**src/rtl/threewire_arbiter.sv**
```systemverilog
// threewire_arbiter: round-robin sharing of one three-wire serial master among NUM_REQ requesters
// Ports: in_clk clock; in_rst synchronous active-high reset.
//   Requester side: in_req/in_r_w level request and direction (1=write), in_addr/in_wr_data packed
//   per requester; out_grant one-hot owner, out_done one-cycle completion pulse, out_err timeout flag,
//   out_rd_data read result valid with out_done.
//   Master side: out_m_r_w/out_m_addr/out_m_wr_data latched command, out_m_start held until busy,
//   in_m_busy transfer in progress, in_m_rd_data read result.
// Optional: define THREEWIRE_ARB_TIMEOUT_EN to abort a transfer after TIMEOUT_CYCLES cycles.
module threewire_arbiter #(
   parameter int NUM_REQ        = 4,
   parameter int ADDR_BITS      = 9,
   parameter int DATA_BITS      = 16,
   parameter int TIMEOUT_CYCLES = 4096
) (
   input  logic                           in_clk,
   input  logic                           in_rst,
   input  logic [NUM_REQ-1:0]             in_req,
   input  logic [NUM_REQ-1:0]             in_r_w,
   input  logic [NUM_REQ*ADDR_BITS-1:0]   in_addr,
   input  logic [NUM_REQ*DATA_BITS-1:0]   in_wr_data,
   output logic [NUM_REQ-1:0]             out_grant,
   output logic [NUM_REQ-1:0]             out_done,
   output logic                           out_err,
   output logic [DATA_BITS-1:0]           out_rd_data,
   output logic                           out_m_r_w,
   output logic [ADDR_BITS-1:0]           out_m_addr,
   output logic [DATA_BITS-1:0]           out_m_wr_data,
   output logic                           out_m_start,
   input  logic                           in_m_busy,
   input  logic [DATA_BITS-1:0]           in_m_rd_data
);
   localparam int PW = $clog2(NUM_REQ);
   localparam logic [1:0] IDLE = 2'd0, START = 2'd1, WAIT = 2'd2;
   if (NUM_REQ < 2 || NUM_REQ > 8 || TIMEOUT_CYCLES < 1) begin : g_bad_param
      $error("threewire_arbiter: NUM_REQ must be 2..8 and TIMEOUT_CYCLES >= 1");
   end
   logic [1:0]           r_state;
   logic [PW-1:0]        r_ptr, r_win, w_win, w_off, w_next_ptr;
   logic [PW:0]          w_sum;
   logic [NUM_REQ-1:0]   w_elig, w_rot, r_grant, r_done;
   logic                 w_found, w_rw, w_end, w_tout;
   logic [ADDR_BITS-1:0] w_addr, r_m_addr;
   logic [DATA_BITS-1:0] w_wd, r_m_wr_data, r_rd_data;
   logic                 r_m_r_w, r_m_start;
   // the requester just serviced is masked for the done cycle so a held request cannot win twice in a row
   assign w_elig = in_req & ~r_done;
   // rotate eligibility so bit 0 is the pointer position; the lowest set bit is the winner's offset
   assign w_rot = NUM_REQ'({w_elig, w_elig} >> r_ptr);
   always_comb begin
      w_found = 1'b0;
      w_off   = '0;
      for (int k = NUM_REQ - 1; k >= 0; k--)
         if (w_rot[k]) begin
            w_found = 1'b1;
            w_off   = PW'(k);
         end
   end
   assign w_sum      = {1'b0, r_ptr} + {1'b0, w_off};
   assign w_win      = (w_sum >= (PW+1)'(NUM_REQ)) ? PW'(w_sum - (PW+1)'(NUM_REQ)) : PW'(w_sum);
   assign w_next_ptr = (r_win == PW'(NUM_REQ - 1)) ? '0 : r_win + 1'b1;
   always_comb begin
      w_rw   = 1'b0;
      w_addr = '0;
      w_wd   = '0;
      for (int k = 0; k < NUM_REQ; k++)
         if (w_win == PW'(k)) begin
            w_rw   = in_r_w[k];
            w_addr = in_addr[k*ADDR_BITS +: ADDR_BITS];
            w_wd   = in_wr_data[k*DATA_BITS +: DATA_BITS];
         end
   end
`ifdef THREEWIRE_ARB_TIMEOUT_EN
   localparam int CW = $clog2(TIMEOUT_CYCLES + 1);
   logic [CW-1:0] r_cnt;
   logic          r_err;
   // counter runs from the grant edge, so the abort lands TIMEOUT_CYCLES edges after grant
   assign w_tout = (r_state != IDLE) && (r_cnt == CW'(TIMEOUT_CYCLES - 1));
   always_ff @(posedge in_clk) begin
      r_cnt <= (in_rst || r_state == IDLE) ? '0 : r_cnt + 1'b1;
      r_err <= !in_rst && w_tout;
   end
   assign out_err = r_err;
`else
   assign w_tout  = 1'b0;
   assign out_err = 1'b0;
`endif
   assign w_end = w_tout || (r_state == WAIT && !in_m_busy);
   always_ff @(posedge in_clk) begin
      if (in_rst) begin
         r_state     <= IDLE;
         r_ptr       <= '0;
         r_win       <= '0;
         r_grant     <= '0;
         r_done      <= '0;
         r_rd_data   <= '0;
         r_m_r_w     <= 1'b0;
         r_m_addr    <= '0;
         r_m_wr_data <= '0;
         r_m_start   <= 1'b0;
      end else begin
         r_done <= '0;
         if (w_end) begin
            r_rd_data <= (w_tout || r_m_r_w) ? '0 : in_m_rd_data;
            r_done    <= r_grant;
            r_grant   <= '0;
            r_m_start <= 1'b0;
            r_ptr     <= w_next_ptr;
            r_state   <= IDLE;
         end else if (r_state == START && in_m_busy) begin
            // the master only samples start on its divided ticks, so start is held until busy shows
            r_m_start <= 1'b0;
            r_state   <= WAIT;
         end else if (r_state == IDLE && w_found) begin
            r_grant     <= NUM_REQ'(1) << w_win;
            r_win       <= w_win;
            r_m_r_w     <= w_rw;
            r_m_addr    <= w_addr;
            r_m_wr_data <= w_wd;
            r_m_start   <= 1'b1;
            r_state     <= START;
         end
      end
   end
   assign out_grant     = r_grant;
   assign out_done      = r_done;
   assign out_rd_data   = r_rd_data;
   assign out_m_r_w     = r_m_r_w;
   assign out_m_addr    = r_m_addr;
   assign out_m_wr_data = r_m_wr_data;
   assign out_m_start   = r_m_start;
endmodule

```
**config.mk**
```make
export PLATFORM = sky130hd
export DESIGN_NAME = threewire_arbiter
export DESIGN_NICKNAME = d
export VERILOG_FILES = /design/src/rtl/threewire_arbiter.sv
export SDC_FILE = /design/constraint.sdc
export NUM_CORES = 1
export LEC_CHECK = 0
export ABC_AREA = 1
export CAP_MARGIN = 20
export CORE_ASPECT_RATIO = 1.5
export CORE_UTILIZATION = 35
export DETAILED_ROUTE_END_ITERATION = 10
export GPL_ROUTABILITY_DRIVEN = 0
export PLACE_DENSITY = 0.74
export SLEW_MARGIN = 20
export SYNTH_ARGS = -nofsm -noshare
export SYNTH_HDL_FRONTEND = slang
export SYNTH_SLANG_ARGS = --single-unit
```
**constraint.sdc**
```tcl
create_clock -name in_clk -period 2.9 [get_ports in_clk]
set_input_delay 0.725 -clock in_clk [delete_from_list [all_inputs] [get_ports in_clk]]
set_output_delay 0.725 -clock in_clk [all_outputs]
set_load 0.005 [all_outputs]
```
==> summary.md, run 1 <==
| Metric | Value |
|---|---|
| Outcome | completed |
| Mean Syn Cell Area | around 6.6 um2 |
| Sequential share of the synthesized area | 34.99% |
| Vias | about 4,000 |
| Syn Nets | ~600 |
| Worst min-delay path category | register to register |
| Final setup viols | 0 |
| Chip width | between 80 and 90 um |
| WL/cell | ~14 um |
| Final setup margin | 0.1570 ns |
| Worst path cell trace | clkdlybuf4s50_1 > nand3_2 > nand3_1 > nand2_2 > nand3_1 > a21boi_1 > ha_2 > xor2_2 > inv_1 > nand3_4 > nand2_8 > buf_6 > nor2_4 > nand2_1 > nand2_1 > a21oi_2 > nor2_1 |
| Worst Tran Pin Value | between 0.5 and 0.6 ns |
| Kind of critical path | input port to register |
| Post-synth top area cell | dfxtp_1 |
| CP arrival | about 3.0 ns |
| Boundary Pins | roughly 180 |
| Root Buffer | clkbuf_16 |
| Die area | about 0.0095 mm2 |
| Pwr Density | 533.6 mW/mm2 |
| Distinct cell type count after synthesis | 35 |
| Drt via density | 5.087 |
| WP buf/inv | 3 |
| Final hold slack | between 0.4 and 0.5 ns |
| Layout cell share with drive strength beyond 1 | between 10% and 20% |
| Number of iterations in the first detailed-routing pass | 4 |
| Antenna violations before repair | 0 |
| Tmin final | 2.743 ns |
| Gr ovfl total | 0 |
| Fmax | 364.6 MHz |
| DP Wirelength | slightly below 9000 um |
| Antenna Nets Post-Route | 0 |
| Critical Path Start Type | input port |
| CTS sink cnt | 56 |
| Unrepaired setup endpoints after global routing | true |
| Num CTS Buffers | 5 |
| Ys async rst share | 0% |
| Kind of cell adding the most delay to the critical path | simple AND/OR/NAND/NOR gates |
| Die H | 119.2 um |
| Cell Area, Synth | approximately 0.0032 mm2 |
| Postcts setup bufs | 0 |
| Nets | 802 |
| Worst-path clk slew | roughly 0.07 ns |
| Max IR drop VDD | between 200 and 300 uV |
| Crit-path max cell delay | about 0.45 ns |
| Vias in the first global route | 3,840 |
| TNS Setup | 0 ns |
| Fin cells | 784 |
| Placed cell count | roughly 770 |
| # Max-Cap Violations | 0 |
| Post-synth top cells | nand2_1 (158), dfxtp_1 (56), o21ai_0 (43), nand3_1 (39), inv_1 (38) |
| Port Buffers | 177 |
| Pleak | around 2.3 nW |
| Rel. slew slack | 60.25% |
| CP max FO | 7 |
| Final hold violations | 0 |
| Share of the synthesized area in the top cell type | between 30% and 40% |
| Synth warn | 0 |
| Core area | 0.008881 mm2 |
| Antenna diodes | 0 |
| H-tree levels | 2 |
| # DRC | 0 |
| Num rows | between 40 and 50 |
| Global-route wire length before repair | approximately 18,000 um |
| GRT Overall Usage | 23.54% |
| Synth Register Bits | between 50 and 60 |
| Final Slew Violations | 0 |
| Clock Skews | around 0.0081 ns |
| Clock tree from TritonCTS | yes |
| WL final | about 11,000 um |
| Post-Synthesis Cells | approximately 500 |
| Worst-Skew Late Latency | roughly 0.30 ns |
| Slowest cell on the critical path | clkdlybuf4s50_1 |
| Final Cycle Share | approximately 95% |
| Area Growth Syn to Fin | 69.31% |
| Top FF cell, synth | dfxtp_1 |
| Place WS | -0.2758 ns |
| R2R setup slack | about 0.44 ns |
| Post-synth EDFFs | 0 |
| Clk buf depth | 2 |
| Initial drt markers | between 200 and 250 |
| Fill cell count | between 800 and 900 |
| Largest cells by area after synthesis | dfxtp_1 (35%), nand2_1 (19%), o21ai_0 (6.7%) |
| Initial Util | between 30% and 40% |
| Pin count of the biggest net entering global routing | 34 |
| Most common cell in the netlist | nand2_1 |
| Req. time, crit path | approximately 3.1 ns |
| Worst setup EP type | register |
==> stage by stage <==
stage	utilization (%)	area (um2)	power, mW
3_5_place_dp	58.65	5209	2.245
4_1_cts	60.34	5359	2.869
2_1_floorplan	-	3204	1.609
6_report	61.09	5425	2.895
3_3_place_gp	58.65	5209	2.217
5_1_grt	61.09	5425	3.090
==> final timing paths <==
| check | cells after the start | startpoint | end |
|---|---|---|---|
| max | 17 | in_req[1] | out_m_r_w |
| min | 2 | out_grant[0] | out_done[0] |
| max reg2reg | 17 | r_ptr[0] | out_m_r_w |
| min reg2reg | 2 | out_grant[0] | out_done[0] |
==> logic make-up after synthesis <==
kind of cell / after synthesis / synth area share, %
AOI/OAI and AO/OA: 78 / 13.32
xor gates and xnor gates: 1 / 0.2734
adders and majority gates: 2 / 0.7808
buffers and inverters: 75 / 10.31
DFF: 56 / 34.99
other: 1 / 0.1170
and+or+nand+nor: 275 / 40.22
==> worst min-delay path, delay by kind of cell, from the launching register on <==
family                 cells  cell delay [ns]
DFF                        1             0.32
buffers and inverters      1             0.06
and+or+nand+nor            1             0.04
==> state kept, by name, indices dropped and copies added (netlist names) <==
register and flops:
out_done 4, out_grant 4, out_m_addr 9, out_m_r_w 1, out_m_start 1, out_m_wr_data 16, out_rd_data 16, r_ptr 2
r_state 1, r_win 2
==> area by class of cell <==
| cell class | count | area, um2 | share of cell area, % |
|---|---|---|---|
| inverter | 46 | 175.2 | 3.229 |
| clock inverter | 3 | 25.02 | 0.4613 |
| tap | 110 | 137.6 | 2.537 |
| timing repair buffer | 205 | 2027 | 37.36 |
| sequential | 56 | 1121 | 20.66 |
| multi-input combinational | 359 | 1814 | 33.44 |
| clock buffer | 5 | 125.1 | 2.306 |
==> power by group <==
group          leakage, nW  switching [mW]  internal [mW]
Clock               0.0708           0.295          0.327
Combinational         1.78           0.661          0.662
Sequential           0.459          0.0678          0.881
Total                 2.31            1.02           1.87
==> placed cells by master (no fill, tap or decap), types with 3 or more instances in the layout <==
cell type / instances
nand4_1: 29
o21ai_2: 3
nor2_4: 3
nand3b_1: 11
nand2_2: 4
nand3_1: 38
nor2_1: 21
or2_2: 3
clkbuf_16: 5
a21oi_1: 24
buf_12: 3
a21oi_2: 3
o21ai_1: 4
nand2_1: 157
o21ai_0: 39
buf_4: 23
dfxtp_1: 56
inv_1: 38
clkdlybuf4s50_1: 177
inv_2: 6
==> routing by layer <==
metal,vias to the layer above,global-route usage (%),routed length (um)
met3,35,2.759,394
li1,1970,-,-
met2,126,42.47,6071
met5,-,0,0
met1,1857,26.06,4332
met4,0,12.83,539
==> repair_timing <==
| item | CTS | global route |
|---|---|---|
| setup endpoints to repair | 0 | 29 |
| hold buffers | 0 | 0 |
| resized for setup | 0 | 14 |
No activity file was read; power rests on OpenSTA's default activity.
==> run 2: changes to the inputs <==
--- a/config.mk
+++ b/config.mk
@@ -8,6 +8,7 @@
 export ABC_AREA = 1
 export CAP_MARGIN = 20
 export CORE_ASPECT_RATIO = 1.5
+export CORE_MARGIN = 5
 export CORE_UTILIZATION = 35
 export DETAILED_ROUTE_END_ITERATION = 10
 export GPL_ROUTABILITY_DRIVEN = 0
==> summary.md, run 2 (same netlist as run 1, synthesis figures left out) <==
| Metric | Value |
|---|---|
| Outcome | completed |
| Rel. slew slack | 57.18% (-3.1 points) |
| CTS sink cnt | 56 (unchanged) |
| Root Buffer | clkbuf_16 |
| Pin count of the biggest net entering global routing | 35 (+2.9%) |
| Num rows | 42 (unchanged) |
| CP max FO | 9 (+2) |
| Fmax | 357.4 MHz (-2.0%) |
| Worst-Skew Late Latency | 0.30 ns (about the same) |
| Placed cell count | 771 (-0.39%) |
| Fill cell count | 811 (-3.0%) |
| Antenna Nets Post-Route | 0 (unchanged) |
| Worst Tran Pin Value | 0.6407 ns (+0.04581 ns) |
| Req. time, crit path | 3.09 ns (-0.04 ns) |
| Final hold violations | 0 (unchanged) |
| Chip width | 88.13 um (+10%) |
| Worst setup EP type | register |
| Final hold slack | 0.4488 ns (-0.01071 ns) |
| Die area | 0.01121 mm2 (+17%) |
| Max IR drop VDD | 310.2 uV (+3.6%) |
| Final Cycle Share | 96.50% (+1.9 points) |
| Placed cell area | 0.005174 mm2 (-0.67%) |
| Pleak | 2.330 nW (+0.87%) |
| WL/cell | 15.46 um (+6.9%) |
| Fin cells | 783 (-0.13%) |
| Drt via density | 4.973 (-2.2%) |
| H-tree levels | 2 (unchanged) |
| # Max-Cap Violations | 0 (unchanged) |
| Pwr Total | 2.890 mW (-0.19%) |
| GRT Overall Usage | 20.63% (-2.9 points) |
| Vias in the first global route | 3,918 (+2.0%) |
| Worst min-delay path category | register to register |
| Worst path cell trace | clkdlybuf4s50_1 > nand3_1 > nand3_2 > nand3_1 > a21boi_2 > ha_2 > xor2_2 > buf_4 > nand2_4 > nand2_8 > inv_2 > or2_2 > nand3_1 > a21oi_1 |
| Antenna diodes | 0 (unchanged) |
| Slowest cell on the critical path | clkdlybuf4s50_1 |
| Nets | 801 (-0.12%) |
| Worst-path clk slew | 0.08 ns (about the same) |
| WL final | 12,110 um (+6.8%) |
| Layout cell share with drive strength beyond 1 | 10.40% (+0.015 points) |
| # DRC | 0 (unchanged) |
| Crit-path max cell delay | 0.48 ns (+0.03 ns) |
| Initial Util | 36.08% (unchanged) |
| CP arrival | 2.99 ns (about the same) |
| Core area | 0.008881 mm2 (unchanged) |
| Unrepaired setup endpoints after global routing | true |
| Die H | 127.2 um (+6.7%) |
| Global-route wire length before repair | 18,420 um (+4.3%) |
| Gr ovfl total | 0 (unchanged) |
| Boundary Pins | 179 (unchanged) |
| CP dominant cell by count | nand3_1 |
| Clock tree from TritonCTS | yes |
| Clock Skews | 0.003309 ns (-0.004781 ns) |
| Reg area | 0.001121 mm2 (unchanged) |
| Number of iterations in the first detailed-routing pass | 4 (unchanged) |
| Initial drt markers | 196 (-14%) |
| DP Wirelength | 9307 um (+7.7%) |
| Pwr Density | 530.4 mW/mm2 (-0.60%) |
| Antenna violations before repair | 0 (unchanged) |
| Critical Path Start Type | input port |
| Area Growth Syn to Fin | 70.01% |
| Clk buf depth | 2 (unchanged) |
| Port Buffers | 177 (unchanged) |
| Num CTS Buffers | 5 (unchanged) |
| Kind of critical path | input port to register |
| Final Slew Violations | 0 (unchanged) |
| Tmin final | 2.798 ns (+0.05538 ns) |
| Final Instance Area | 0.005448 mm2 (+0.42%) |
| Most common cell after layout, fill and taps aside | clkdlybuf4s50_1 |
| Vias | 3,894 (-2.4%) |
| Post-CTS Hold Buffers | 0 (unchanged) |
| Multi-input gate area | 0.001823 mm2 (+0.48%) |
| Most frequent cells in the layout | clkdlybuf4s50_1 (176), nand2_1 (158), dfxtp_1 (56) |
| Final setup viols | 0 (unchanged) |
-- run 2: changes by cell type in the layout (fill, tap and decap cells not counted), sizes merged --
cell,delta
buf,-1
clkdlybuf4s50,-1
clkinv,+1
dlymetal6s2s,+1
inv,-1
nand2,+1
nor2,-1
-- run 2: repair_timing --
item / CTS / global route
gates resized for setup: 2 / 11
setup buffers: 0 / 2
setup endpoints to repair: 21 / 28
gates cloned: 0 / 2
pin swaps: 0 / 3
-- run 2: metal layers --
metal | track usage (%) | vias up | wire [um]
met5 | 0 | - | 0
met4 | 10.23 | 0 | 520
met3 | 2.577 | 33 | 496
met2 | 37.66 | 134 | 6528
met1 | 22.89 | 1764 | 4561
li1 | - | 1963 | -
-- run 2: worst max-delay path: cells and delay by family --
kind,cells,cell delay [ns]
AO/OA/AOI/OAI,2,0.21
XOR/XNOR,1,0.17
AND/OR/NAND/NOR,7,0.95
adder cells (fa/ha/maj),1,0.20
buffers and inverters,3,0.73
-- run 2: worst paths after layout --
kind | from | endpoint | slack (ns) | depth (start not counted)
setup / recovery | in_req[3] | out_m_addr[7] | 0.10 | 14
hold / removal | out_grant[1] | out_done[1] | 0.45 | 2
setup reg to reg | r_ptr[0] | out_m_addr[7] | 0.38 | 15
hold reg to reg | out_grant[1] | out_done[1] | 0.45 | 2
-- run 2: where the power goes --
group	switching (mW)	internal, mW
logic	0.651	0.652
registers	0.0705	0.881
clock network	0.307	0.329
-- run 2: cell type report --
class                           instances  share of cell area, %
Tap cell                              110                  2.526
Clock inverter                          3                 0.5053
Clock buffer                            5                  2.297
Multi-Input combinational cell        359                  33.46
Sequential cell                        56                  20.58
Inverter                               46                  3.215
Timing Repair Buffer                  204                  37.41
-- run 2: metrics by stage --
step | utilization, % | worst slack (ns) | TNS [ns]
2_1_floorplan | - | 0.3161 | 0
4_1_cts | 60.13 | 0.002625 | 0
5_1_grt | 61.34 | -0.04923 | -0.3426
3_3_place_gp | 58.26 | -0.2611 | -5.559
6_report | 61.34 | 0.1016 | 0
3_5_place_dp | 58.26 | -0.4104 | -9.586
==> run 3: changes to the inputs <==
--- a/config.mk
+++ b/config.mk
@@ -13,6 +13,7 @@
 export DETAILED_ROUTE_END_ITERATION = 10
 export GPL_ROUTABILITY_DRIVEN = 0
 export PLACE_DENSITY = 0.74
+export RECOVER_POWER = 100
 export SLEW_MARGIN = 20
 export SYNTH_ARGS = -nofsm -noshare
 export SYNTH_HDL_FRONTEND = slang
==> summary.md, run 3 (same netlist as run 1, synthesis figures left out) <==
| Metric | Value |
|---|---|
| Worst-path clk slew | 0.08 ns (about the same) |
| Pwr Density | 522.0 mW/mm2 (-1.6%) |
| Antenna violations before repair | 0 (unchanged) |
| Placed cell area | 0.005174 mm2 (unchanged) |
| Final setup margin | 0.1022 ns (+0.0005360 ns) |
| Vias in the first global route | 3,918 (unchanged) |
| Core area | 0.008881 mm2 (unchanged) |
| Clock Skews | 0.003265 ns (-0.00004410 ns) |
| Post-layout util | 61.34% (unchanged) |
| Die area | 0.01121 mm2 (unchanged) |
| Max IR drop VDD | 308.7 uV (-0.46%) |
| Num CTS Buffers | 5 (unchanged) |
| TNS Setup | 0 ns (unchanged) |
| Vias | 3,909 (+0.39%) |
| Drt via density | 4.992 (+0.39%) |
| CTS sink cnt | 56 (unchanged) |
| Global-route wire length before repair | 18,420 um (unchanged) |
| WL/cell | 15.41 um (-0.31%) |
| Rel. slew slack | 57.87% (+0.69 points) |
| Req. time, crit path | 3.09 ns (about the same) |
| Outcome | completed |
| H-tree levels | 2 (unchanged) |
| Kind of critical path | input port to register |
| Root Buffer | clkbuf_16 |
| Initial Util | 36.08% (unchanged) |
| Layout cell share with drive strength beyond 1 | 10.40% (unchanged) |
| Clock tree from TritonCTS | yes |
| Number of iterations in the first detailed-routing pass | 5 (+1) |
| Final Instance Area | 0.005448 mm2 (unchanged) |
| Final hold violations | 0 (unchanged) |
| GRT Overall Usage | 20.63% (unchanged) |
| Boundary Pins | 179 (unchanged) |
| Place WS | -0.4104 ns (unchanged) |
| Tmin final | 2.798 ns (-0.0005360 ns) |
| Num rows | 42 (unchanged) |
| Antenna diodes | 0 (unchanged) |
| Initial drt markers | 185 (-5.6%) |
| Final Cycle Share | 96.48% (about the same) |
| Most frequent cells in the layout | nand2_1 (158), clkdlybuf4s50_1 (123), dfxtp_1 (56) |
| CP arrival | 2.99 ns (about the same) |
| Unrepaired setup endpoints after global routing | true |
| WL final | 12,070 um (-0.31%) |
| Fmax | 357.4 MHz (about the same) |
| Clk buf depth | 2 (unchanged) |
| CP max FO | 9 (unchanged) |
| Port Buffers | 177 (unchanged) |
| Final Slew Violations | 0 (unchanged) |
| DP Wirelength | 9307 um (unchanged) |
| Chip width | 88.13 um (unchanged) |
| # Max-Cap Violations | 0 (unchanged) |
| Area Growth Syn to Fin | 70.01% (unchanged) |
| Worst Tran Pin Value | 0.6304 ns (-0.01028 ns) |
| Worst min-delay path category | register to register |
| Critical Path Start Type | input port |
| Most common cell after layout, fill and taps aside | nand2_1 |
| Worst setup EP type | register |
| Nets | 801 (unchanged) |
| Final setup viols | 0 (unchanged) |
| Gr ovfl total | 0 (unchanged) |
| # DRC | 0 (unchanged) |
| Worst-Skew Late Latency | 0.30 ns (about the same) |
| Pin count of the biggest net entering global routing | 35 (unchanged) |
| Antenna Nets Post-Route | 0 (unchanged) |
| Die H | 127.2 um (unchanged) |
| Pleak | 2.474 nW (+6.2%) |
[run 3: cell count changes in the layout (fill, tap and decap cells not counted), sizes merged]
cell | before | now
clkdlybuf4s50 | 176 | 123
dlygate4sd3 | 0 | 53
[run 3: stage by stage]
stage | hold WS, ns | instances | total power, mW
2_1_floorplan | 0.4350 | 488 | 1.609
3_3_place_gp | 0.4359 | 771 | 2.191
3_5_place_dp | 0.4354 | 771 | 2.219
4_1_cts | 0.4487 | 779 | 2.866
5_1_grt | 0.4659 | 783 | 3.031
6_report | 0.4469 | 783 | 2.844
[run 3: layout make-up]
type / count / area (um2)
multi-input cells: 359 / 1823
fillers: 811 / 3433
clock inverters: 3 / 27.53
flip-flops and latches: 56 / 1121
clock buffers: 5 / 125.1
well taps: 110 / 137.6
inverters: 46 / 175.2
repair buffers: 204 / 2038
[run 3: routing by layer]
| metal | up-vias | global-route usage [%] | part of all wire [%] |
|---|---|---|---|
| li1 | 1963 | - | - |
| met1 | 1772 | 22.89 | 38 |
| met2 | 141 | 37.66 | 54 |
| met3 | 33 | 2.577 | 4.2 |
| met4 | 0 | 10.23 | 4.4 |
| met5 | - | 0 | 0 |
[run 3: worst paths after layout]
path | startpoint | end | slack (ns) | depth (start not counted)
worst max-delay path | in_req[3] | out_m_addr[7] | 0.10 | 14
worst min register to register | out_grant[1] | out_done[1] | 0.45 | 2
worst min-delay path | out_grant[1] | out_done[1] | 0.45 | 2
worst max register to register | r_ptr[0] | out_m_addr[7] | 0.38 | 15
[run 3: where the power goes]
group | leakage (nW) | total [mW] | switching, mW | internal (mW)
registers | 0.459 | 0.946 | 0.0657 | 0.881
clock network | 0.0719 | 0.634 | 0.305 | 0.329
logic | 1.94 | 1.26 | 0.650 | 0.614
[run 3: critical path: stages]
cell	delay, ns
clkdlybuf4s50_1	0.48
nand3_1	0.14
nand3_2	0.11
nand3_1	0.10
a21boi_2	0.15
ha_2	0.20
xor2_2	0.17
buf_4	0.15
nand2_4	0.09
nand2_8	0.14
inv_2	0.10
or2_2	0.28
nand3_1	0.08
a21oi_1	0.06
[run 3: what timing repair did]
item | in CTS | in global routing
endpoints found under the setup margin | 21 | 28
gates cloned | 0 | 2
hold buffers | 0 | 0
resized for setup | 2 | 11
endpoints found under the hold margin | 0 | 0
pin swaps | 0 | 3
setup buffers | 0 | 2
